**config.mk**
```make
export PLATFORM = sky130hd
export DESIGN_NAME = i2s_serdes
export DESIGN_NICKNAME = d
export VERILOG_FILES = /design/src/rtl/i2s_serdes.sv
export SDC_FILE = /design/constraint.sdc
export NUM_CORES = 1
export LEC_CHECK = 0
export CORE_MARGIN = 1
export CORE_UTILIZATION = 30
export DETAILED_ROUTE_END_ITERATION = 8
export GPL_TIMING_DRIVEN = 0
export PLACE_DENSITY = 0.54
export SLEW_MARGIN = 10
export SYNTH_ARGS = -nofsm -noshare
export SYNTH_HDL_FRONTEND = slang
export SYNTH_SLANG_ARGS = --single-unit
```
**constraint.sdc**
```tcl
create_clock -name clk -period 5.54 [get_ports clk]
set_input_delay 0.554 -clock clk [delete_from_list [all_inputs] [get_ports clk]]
set_output_delay 0.554 -clock clk [all_outputs]
set_load 0.005 [all_outputs]
```
**src/rtl/i2s_serdes.sv**
```systemverilog
// i2s_serdes: I2S master transceiver.
// Sequences the codec reset, generates MCLK/SCLK/LRCLK, serializes two 24-bit
// channel words per 64-bit frame onto SDIN and deserializes SDOUT into words
// handed back to the core with per-channel strobes.
module i2s_serdes #(
    parameter int RST_CYCLES  = 1024,
    parameter int INIT_CYCLES = 1024
) (
    input  logic        clk,
    input  logic        rst,
    input  logic [2:0]  mclk_rate,
    input  logic [2:0]  sclk_rate,
    output logic        init_done,
    output logic        codec_rstn,
    output logic        codec_mclk,
    output logic        codec_sclk,
    output logic        codec_lrclk,
    output logic        codec_sdin,
    input  logic        codec_sdout,
    input  logic [23:0] aud_din0,
    input  logic [23:0] aud_din1,
    output logic [1:0]  aud_din_ack,
    output logic [23:0] aud_dout,
    output logic [1:0]  aud_dout_vld
);

    localparam int DATA_W     = 24;
    localparam int MAX_CYCLES = (RST_CYCLES > INIT_CYCLES) ? RST_CYCLES : INIT_CYCLES;
    localparam int CNT_W      = $clog2(MAX_CYCLES + 1);

    typedef enum logic [1:0] {
        ST_RST  = 2'd0,
        ST_WAIT = 2'd1,
        ST_RUN  = 2'd2
    } state_t;

    state_t             state;
    state_t             state_next;
    logic [CNT_W-1:0]   seq_cnt;

    logic [2:0]         mclk_lat;
    logic [2:0]         sclk_lat;
    logic [3:0]         rate_sum;
    logic [14:0]        prescale;
    logic [14:0]        mclk_mask;
    logic [14:0]        half_m1;
    logic [14:0]        half_cnt;

    logic               run;
    logic               sclk_tick;
    logic               rise;
    logic               fall;
    logic               wrap;
    logic               data_slot;

    logic [5:0]         bit_cnt;
    logic [5:0]         bit_next;
    logic [DATA_W-1:0]  tx_shift;
    logic [DATA_W-1:0]  rx_shift;
    logic               rx_done;

    assign run       = (state == ST_RUN);
    assign rate_sum  = {1'b0, mclk_lat} + {1'b0, sclk_lat};
    assign mclk_mask = (15'd1 << mclk_lat) - 15'd1;
    assign half_m1   = (15'd1 << rate_sum) - 15'd1;
    assign sclk_tick = run && (half_cnt == half_m1);
    assign rise      = sclk_tick && !codec_sclk;
    assign fall      = sclk_tick && codec_sclk;
    assign bit_next  = bit_cnt + 6'd1;
    assign wrap      = fall && (bit_cnt == 6'd63);
    // Data bit periods of a slot are b[4:0] = 1..24.
    assign data_slot = (bit_cnt[4:0] >= 5'd1) && (bit_cnt[4:0] <= 5'd24);

    // Sequencer state register.
    always_ff @(posedge clk) begin
        if (rst) begin
            state <= ST_RST;
        end else begin
            state <= state_next;
        end
    end

    // Sequencer next-state logic: RST -> WAIT -> RUN, RUN is held until reset.
    always_comb begin
        state_next = state;
        case (state)
            ST_RST: begin
                if (seq_cnt == CNT_W'(RST_CYCLES - 1)) begin
                    state_next = ST_WAIT;
                end
            end
            ST_WAIT: begin
                if (seq_cnt == CNT_W'(INIT_CYCLES - 1)) begin
                    state_next = ST_RUN;
                end
            end
            ST_RUN: begin
                state_next = ST_RUN;
            end
            default: begin
                state_next = ST_RST;
            end
        endcase
    end

    // Sequencer outputs decoded from the state alone.
    always_comb begin
        codec_rstn = 1'b0;
        init_done  = 1'b0;
        case (state)
            ST_WAIT: begin
                codec_rstn = 1'b1;
            end
            ST_RUN: begin
                codec_rstn = 1'b1;
                init_done  = 1'b1;
            end
            default: begin
                codec_rstn = 1'b0;
                init_done  = 1'b0;
            end
        endcase
    end

    // Dwell counter for RST and WAIT; cleared on every state change, idle in RUN.
    always_ff @(posedge clk) begin
        if (rst || (state_next != state)) begin
            seq_cnt <= '0;
        end else if (!run) begin
            seq_cnt <= seq_cnt + CNT_W'(1);
        end
    end

    // Rate latch: tracks the inputs while in reset, afterwards only at frame wrap.
    always_ff @(posedge clk) begin
        if (rst || wrap) begin
            mclk_lat <= mclk_rate;
            sclk_lat <= sclk_rate;
        end
    end

    // MCLK prescaler: free-running in every sequencer state.
    always_ff @(posedge clk) begin
        if (rst) begin
            prescale   <= '0;
            codec_mclk <= 1'b0;
        end else begin
            prescale <= prescale + 15'd1;
            if ((prescale & mclk_mask) == mclk_mask) begin
                codec_mclk <= ~codec_mclk;
            end
        end
    end

    // SCLK half-period timer; idle low until RUN so the first toggle rises.
    // It restarts on each toggle, so a rate taken at frame wrap starts a full phase.
    always_ff @(posedge clk) begin
        if (rst || !run) begin
            half_cnt   <= '0;
            codec_sclk <= 1'b0;
        end else if (sclk_tick) begin
            half_cnt   <= '0;
            codec_sclk <= ~codec_sclk;
        end else begin
            half_cnt <= half_cnt + 15'd1;
        end
    end

    // Bit counter, LRCLK, SDIN and transmit acks all advance on SCLK falling edges.
    always_ff @(posedge clk) begin
        if (rst || !run) begin
            bit_cnt     <= 6'd63;
            codec_lrclk <= 1'b0;
            codec_sdin  <= 1'b0;
            aud_din_ack <= '0;
        end else begin
            aud_din_ack <= '0;
            if (fall) begin
                bit_cnt     <= bit_next;
                codec_lrclk <= bit_next[5];
                if (bit_next[4:0] == 5'd0) begin
                    codec_sdin               <= 1'b0;
                    aud_din_ack[bit_next[5]] <= 1'b1;
                end else if (bit_next[4:0] <= 5'd24) begin
                    codec_sdin <= tx_shift[DATA_W-1];
                end else begin
                    codec_sdin <= 1'b0;
                end
            end
        end
    end

    // TX shift register: load at slot start, then one bit out per falling edge.
    always_ff @(posedge clk) begin
        if (fall) begin
            if (bit_next[4:0] == 5'd0) begin
                tx_shift <= bit_next[5] ? aud_din1 : aud_din0;
            end else begin
                tx_shift <= {tx_shift[DATA_W-2:0], 1'b0};
            end
        end
    end

    // RX shift register: sample SDOUT on rising edges of the 24 data bit periods.
    always_ff @(posedge clk) begin
        if (rise && data_slot) begin
            rx_shift <= {rx_shift[DATA_W-2:0], codec_sdout};
        end
    end

    // Word completion: publish the received word one clk after its last sample.
    always_ff @(posedge clk) begin
        if (rst) begin
            rx_done      <= 1'b0;
            aud_dout_vld <= '0;
            aud_dout     <= '0;
        end else begin
            rx_done      <= rise && (bit_cnt[4:0] == 5'd24);
            aud_dout_vld <= '0;
            if (rx_done) begin
                aud_dout              <= rx_shift;
                aud_dout_vld[bit_cnt[5]] <= 1'b1;
            end
        end
    end

endmodule

```
==> impl_metrics.json, run 1 <==
{
  "cts_buffer_depth": 2,
  "vdd_drop_max_uv": 207.9,
  "wl_um": 15230,
  "crit_path_start_kind": "register",
  "vias": 5149,
  "htree_levels": 4,
  "grt_use_total_pct": 14.15,
  "path_class": "register to register",
  "yosysSeqAreaShare_pct": 49.55,
  "first_iter_violations": 405,
  "antenna_cells": 0,
  "initial_core_util_pct": 30.94,
  "holdPathStages": 0,
  "skew_ns": 0.01300,
  "syn-cell-area_mm2": 0.006585,
  "register_area_mm2": 0.003263,
  "grt_pass1_vias": 4858,
  "reg2reg_slack_ns": 0.33,
  "fin_nets": 865,
  "grt_start_max_net_pins": 17,
  "fmax_ghz": 0.1919,
  "synth_flop_cell": "dfxtp_1",
  "cts_tree": "yes",
  "overflow": 0,
  "insertion_delay_ns": 0.42,
  "gp_congestion": 0.8007,
  "timing.final.max_slew_violations": 0,
  "slew_headroom_pct": 25.58,
  "use_met2_pct": 21.32,
  "ant_nets": 0,
  "numCtsBuffers": 17,
  "cts_sinks": 136,
  "setup_ws_ns": 0.3287,
  "wl_per_cell_um": 14.11,
  "setup_viol": 0,
  "die_h_um": 150.2,
  "hold_buffers": 0,
  "reg2regPathDepth": 16,
  "synth_async_sr_flop_share_pct": 0,
  "synth_nets": 750,
  "die_w_um": 150.2,
  "cp.required_ns": 5.66,
  "clockRootBuffer": "clkbuf_16",
  "finalNonFillerCells": 1079,
  "hold_viol": 0,
  "rows": 53,
  "multiInputGateArea_mm2": 0.003137,
  "crit_fanout": 15,
  "cp.arrival_ns": 5.33,
  "tightest_slew_ns": 1.108,
  "synth-seq-cells": 136,
  "dp_hpwl_um": 10800,
  "drive_gt1_share_pct": 6.841,
  "yosys.cell_types.count": 67,
  "ioPinCount": 91,
  "p_leak_nw": 3.080,
  "p_per_area_mw_per_mm2": 285.8,
  "status": "finished clean",
  "netlist_instances": 676,
  "area_growth_pct": 28.84,
  "grt_use_met1_pct": 19.23,
  "drcViolationCount": 0,
  "die_area_mm2": 0.02255,
  "synth_edf_count": 54,
  "setup.worst_path.end_class": "register",
  "vias_per_cell": 4.772,
  "rsz0062_at_grt": "false",
  "placed_cells": 1044,
  "synthTopCellsByArea": "dfxtp_1 (25%), edfxtp_1 (25%), mux2i_1 (9.0%), nor2_1 (5.6%), nand2_1 (3.3%)",
  "syn_area_per_cell_um2": 9.741,
  "fill_cells": 2102,
  "met3_usage_pct": 3.727,
  "dp_slack_ns": -0.6408,
  "firstDrtPassIters": 4,
  "clkTransAtPathRegs_ns": 0.07,
  "grt_busiest_layer": "met2",
  "synth_warnings": 0,
  "drv_cap": 0,
  "min_path_type": "register to register",
  "core_area_mm2": 0.02129,
  "fin_crit_sh_pct": 94.07,
  "yosysTopAreaCell": "dfxtp_1",
  "io_buffers": 90,
  "fin_crit_ns": 5.211,
  "grt_first_pass_wirelength_um": 24720,
  "synth_top_area_share_pct": 24.93,
  "antenna_found_initial": 0
}
cell families (layout without fill, tap and decap cells):
kind of cell / after synthesis / after routing / share of synthesized area [%]
DFF: 136 / 136 / 49.55
muxes: 59 / 59 / 8.968
AOI/OAI and AO/OA: 104 / 104 / 10.41
xor gates and xnor gates: 38 / 38 / 5.168
adders and majority gates: 17 / 17 / 3.344
and+or+nand+nor: 267 / 267 / 19.32
buffers and inverters: 55 / 183 / 3.230
cells in the mapped netlist, types with 3 or more instances:
library cell and number:
nor2_1 98, dfxtp_1 82, mux2i_1 59, nand2_1 58, edfxtp_1 54, o21ai_0 39
nand3_1 25, clkbuf_1 24, xnor2_1 21, inv_1 19, ha_1 16, xor2_1 16
a21oi_1 15, and3_1 14, nor3_1 13, or3_1 12, nand4_1 11, nor2b_1 10
buf_1 9, a211oi_1 7, and2_1 5, nor4_1 5, nand2b_1 4, o31a_1 4
a2bb2oi_1 3, a31oi_1 3, o21ai_1 3, o221ai_1 3
state kept, by name, summed over array words and instances, names as in the netlist, 2 cells and up:
register / count
tx_shift: 24
prescale: 15
rx_shift: 24
aud_dout: 24
aud_din_ack: 2
bit_cnt: 6
mclk_lat: 3
half_cnt: 15
state: 2
aud_dout_vld: 2
seq_cnt: 11
sclk_lat: 3
critical path, stage by stage, from the launching register on:
cell	delay, ns
edfxtp_1	0.37
ha_1	0.24
inv_1	0.07
fa_1	0.58
buf_2	0.24
clkbuf_4	0.23
nand4_1	0.13
a21bo_2	0.22
ha_2	0.24
or4_1	0.53
a21oi_1	0.20
or3b_2	0.17
nand4_1	0.16
or3_1	0.46
or3_4	0.43
a311oi_4	0.37
buf_6	0.24
placed cells by master (no fill, tap or decap), types with 7 or more instances in the layout:
master / netlist / routed
nor2b_1: 10 / 10
edfxtp_1: 54 / 54
a211oi_1: 7 / 7
and3_1: 14 / 14
xor2_1: 16 / 16
nor3_1: 13 / 12
clkdlybuf4s50_1: 0 / 90
ha_1: 16 / 15
clkbuf_1: 24 / 22
or3_1: 12 / 12
xnor2_1: 21 / 21
nand3_1: 25 / 25
buf_1: 9 / 9
nand4_1: 11 / 11
nand2_1: 58 / 58
o21ai_0: 39 / 39
dfxtp_1: 82 / 82
mux2i_1: 59 / 59
a21oi_1: 15 / 15
clkbuf_16: 0 / 17
inv_1: 19 / 19
nor2_1: 98 / 98
worst paths after layout:
check	to	startpoint
max reg2reg	rx_shift[16]$_DFFE_PP_	mclk_lat[0]$_DFFE_PP_
min reg2reg	rx_shift[8]$_DFFE_PP_	rx_shift[7]$_DFFE_PP_
min	rx_shift[8]$_DFFE_PP_	rx_shift[7]$_DFFE_PP_
max	rx_shift[16]$_DFFE_PP_	mclk_lat[0]$_DFFE_PP_
per-stage QoR:
stage / setup TNS (ns) / instance area (um^2) / util (%) / hold slack (ns) / total power [W]
finish: 0 / 8484 / 39.86 / 0.4500 / 0.002425
global route: 0 / 8484 / 39.86 / 0.4559 / 0.002536
CTS: 0 / 8471 / 39.79 / 0.4492 / 0.002456
detailed placement: -13.76 / 7888 / 37.05 / 0.4325 / 0.001368
global placement: -46.90 / 7850 / 36.88 / 0.4319 / 0.001368
floorplan: 0 / 6605 / - / 0.4261 / 0.001269
metal layers:
layer,vias to the layer above,wire (um)
met2,88,6765
met4,0,262
met3,17,668
met1,2407,7530
li1,2637,-
met5,-,0
timing repair:
item                       CTS  global route
resized for setup            2             5
setup endpoints to repair   30            30
setup buffers                3             1
cloned                       0             0
hold endpoints to repair     0             0
pin swaps                    1             0
layout make-up:
type	count	share of cell area, %
Clock inverter	13	1.357
Tap cell	275	4.055
Buffer	35	1.681
Sequential cell	136	38.46
Clock buffer	19	5.220
Timing Repair Buffer	97	11.41
Multi-Input combinational cell	485	36.97
Inverter	19	0.8406
where the power goes:
group / leakage, nW / internal [W] / switching [W]
registers: 1.15 / 0.00105 / 0.00000885
logic: 1.66 / 0.000131 / 0.000167
clock network: 0.270 / 0.000599 / 0.000472
total: 3.08 / 0.00178 / 0.000647
Power figures use the tool's default switching activity.
==> run 2, diff against run 1 <==
--- a/config.mk
+++ b/config.mk
@@ -8,6 +8,7 @@
 export CORE_MARGIN = 1
 export CORE_UTILIZATION = 30
 export DETAILED_ROUTE_END_ITERATION = 8
+export GPL_ROUTABILITY_DRIVEN = 0
 export GPL_TIMING_DRIVEN = 0
 export PLACE_DENSITY = 0.54
 export SLEW_MARGIN = 10
==> results of run 2 <==
The final DEF is identical to that of run 1; final timing and power are the same.
==> run 3, diff against run 2 <==
--- a/config.mk
+++ b/config.mk
@@ -5,6 +5,7 @@
 export SDC_FILE = /design/constraint.sdc
 export NUM_CORES = 1
 export LEC_CHECK = 0
+export CAP_MARGIN = 5
 export CORE_MARGIN = 1
 export CORE_UTILIZATION = 30
 export DETAILED_ROUTE_END_ITERATION = 8
==> results of run 3 <==
The final DEF is identical to that of run 1; final timing and power are the same.
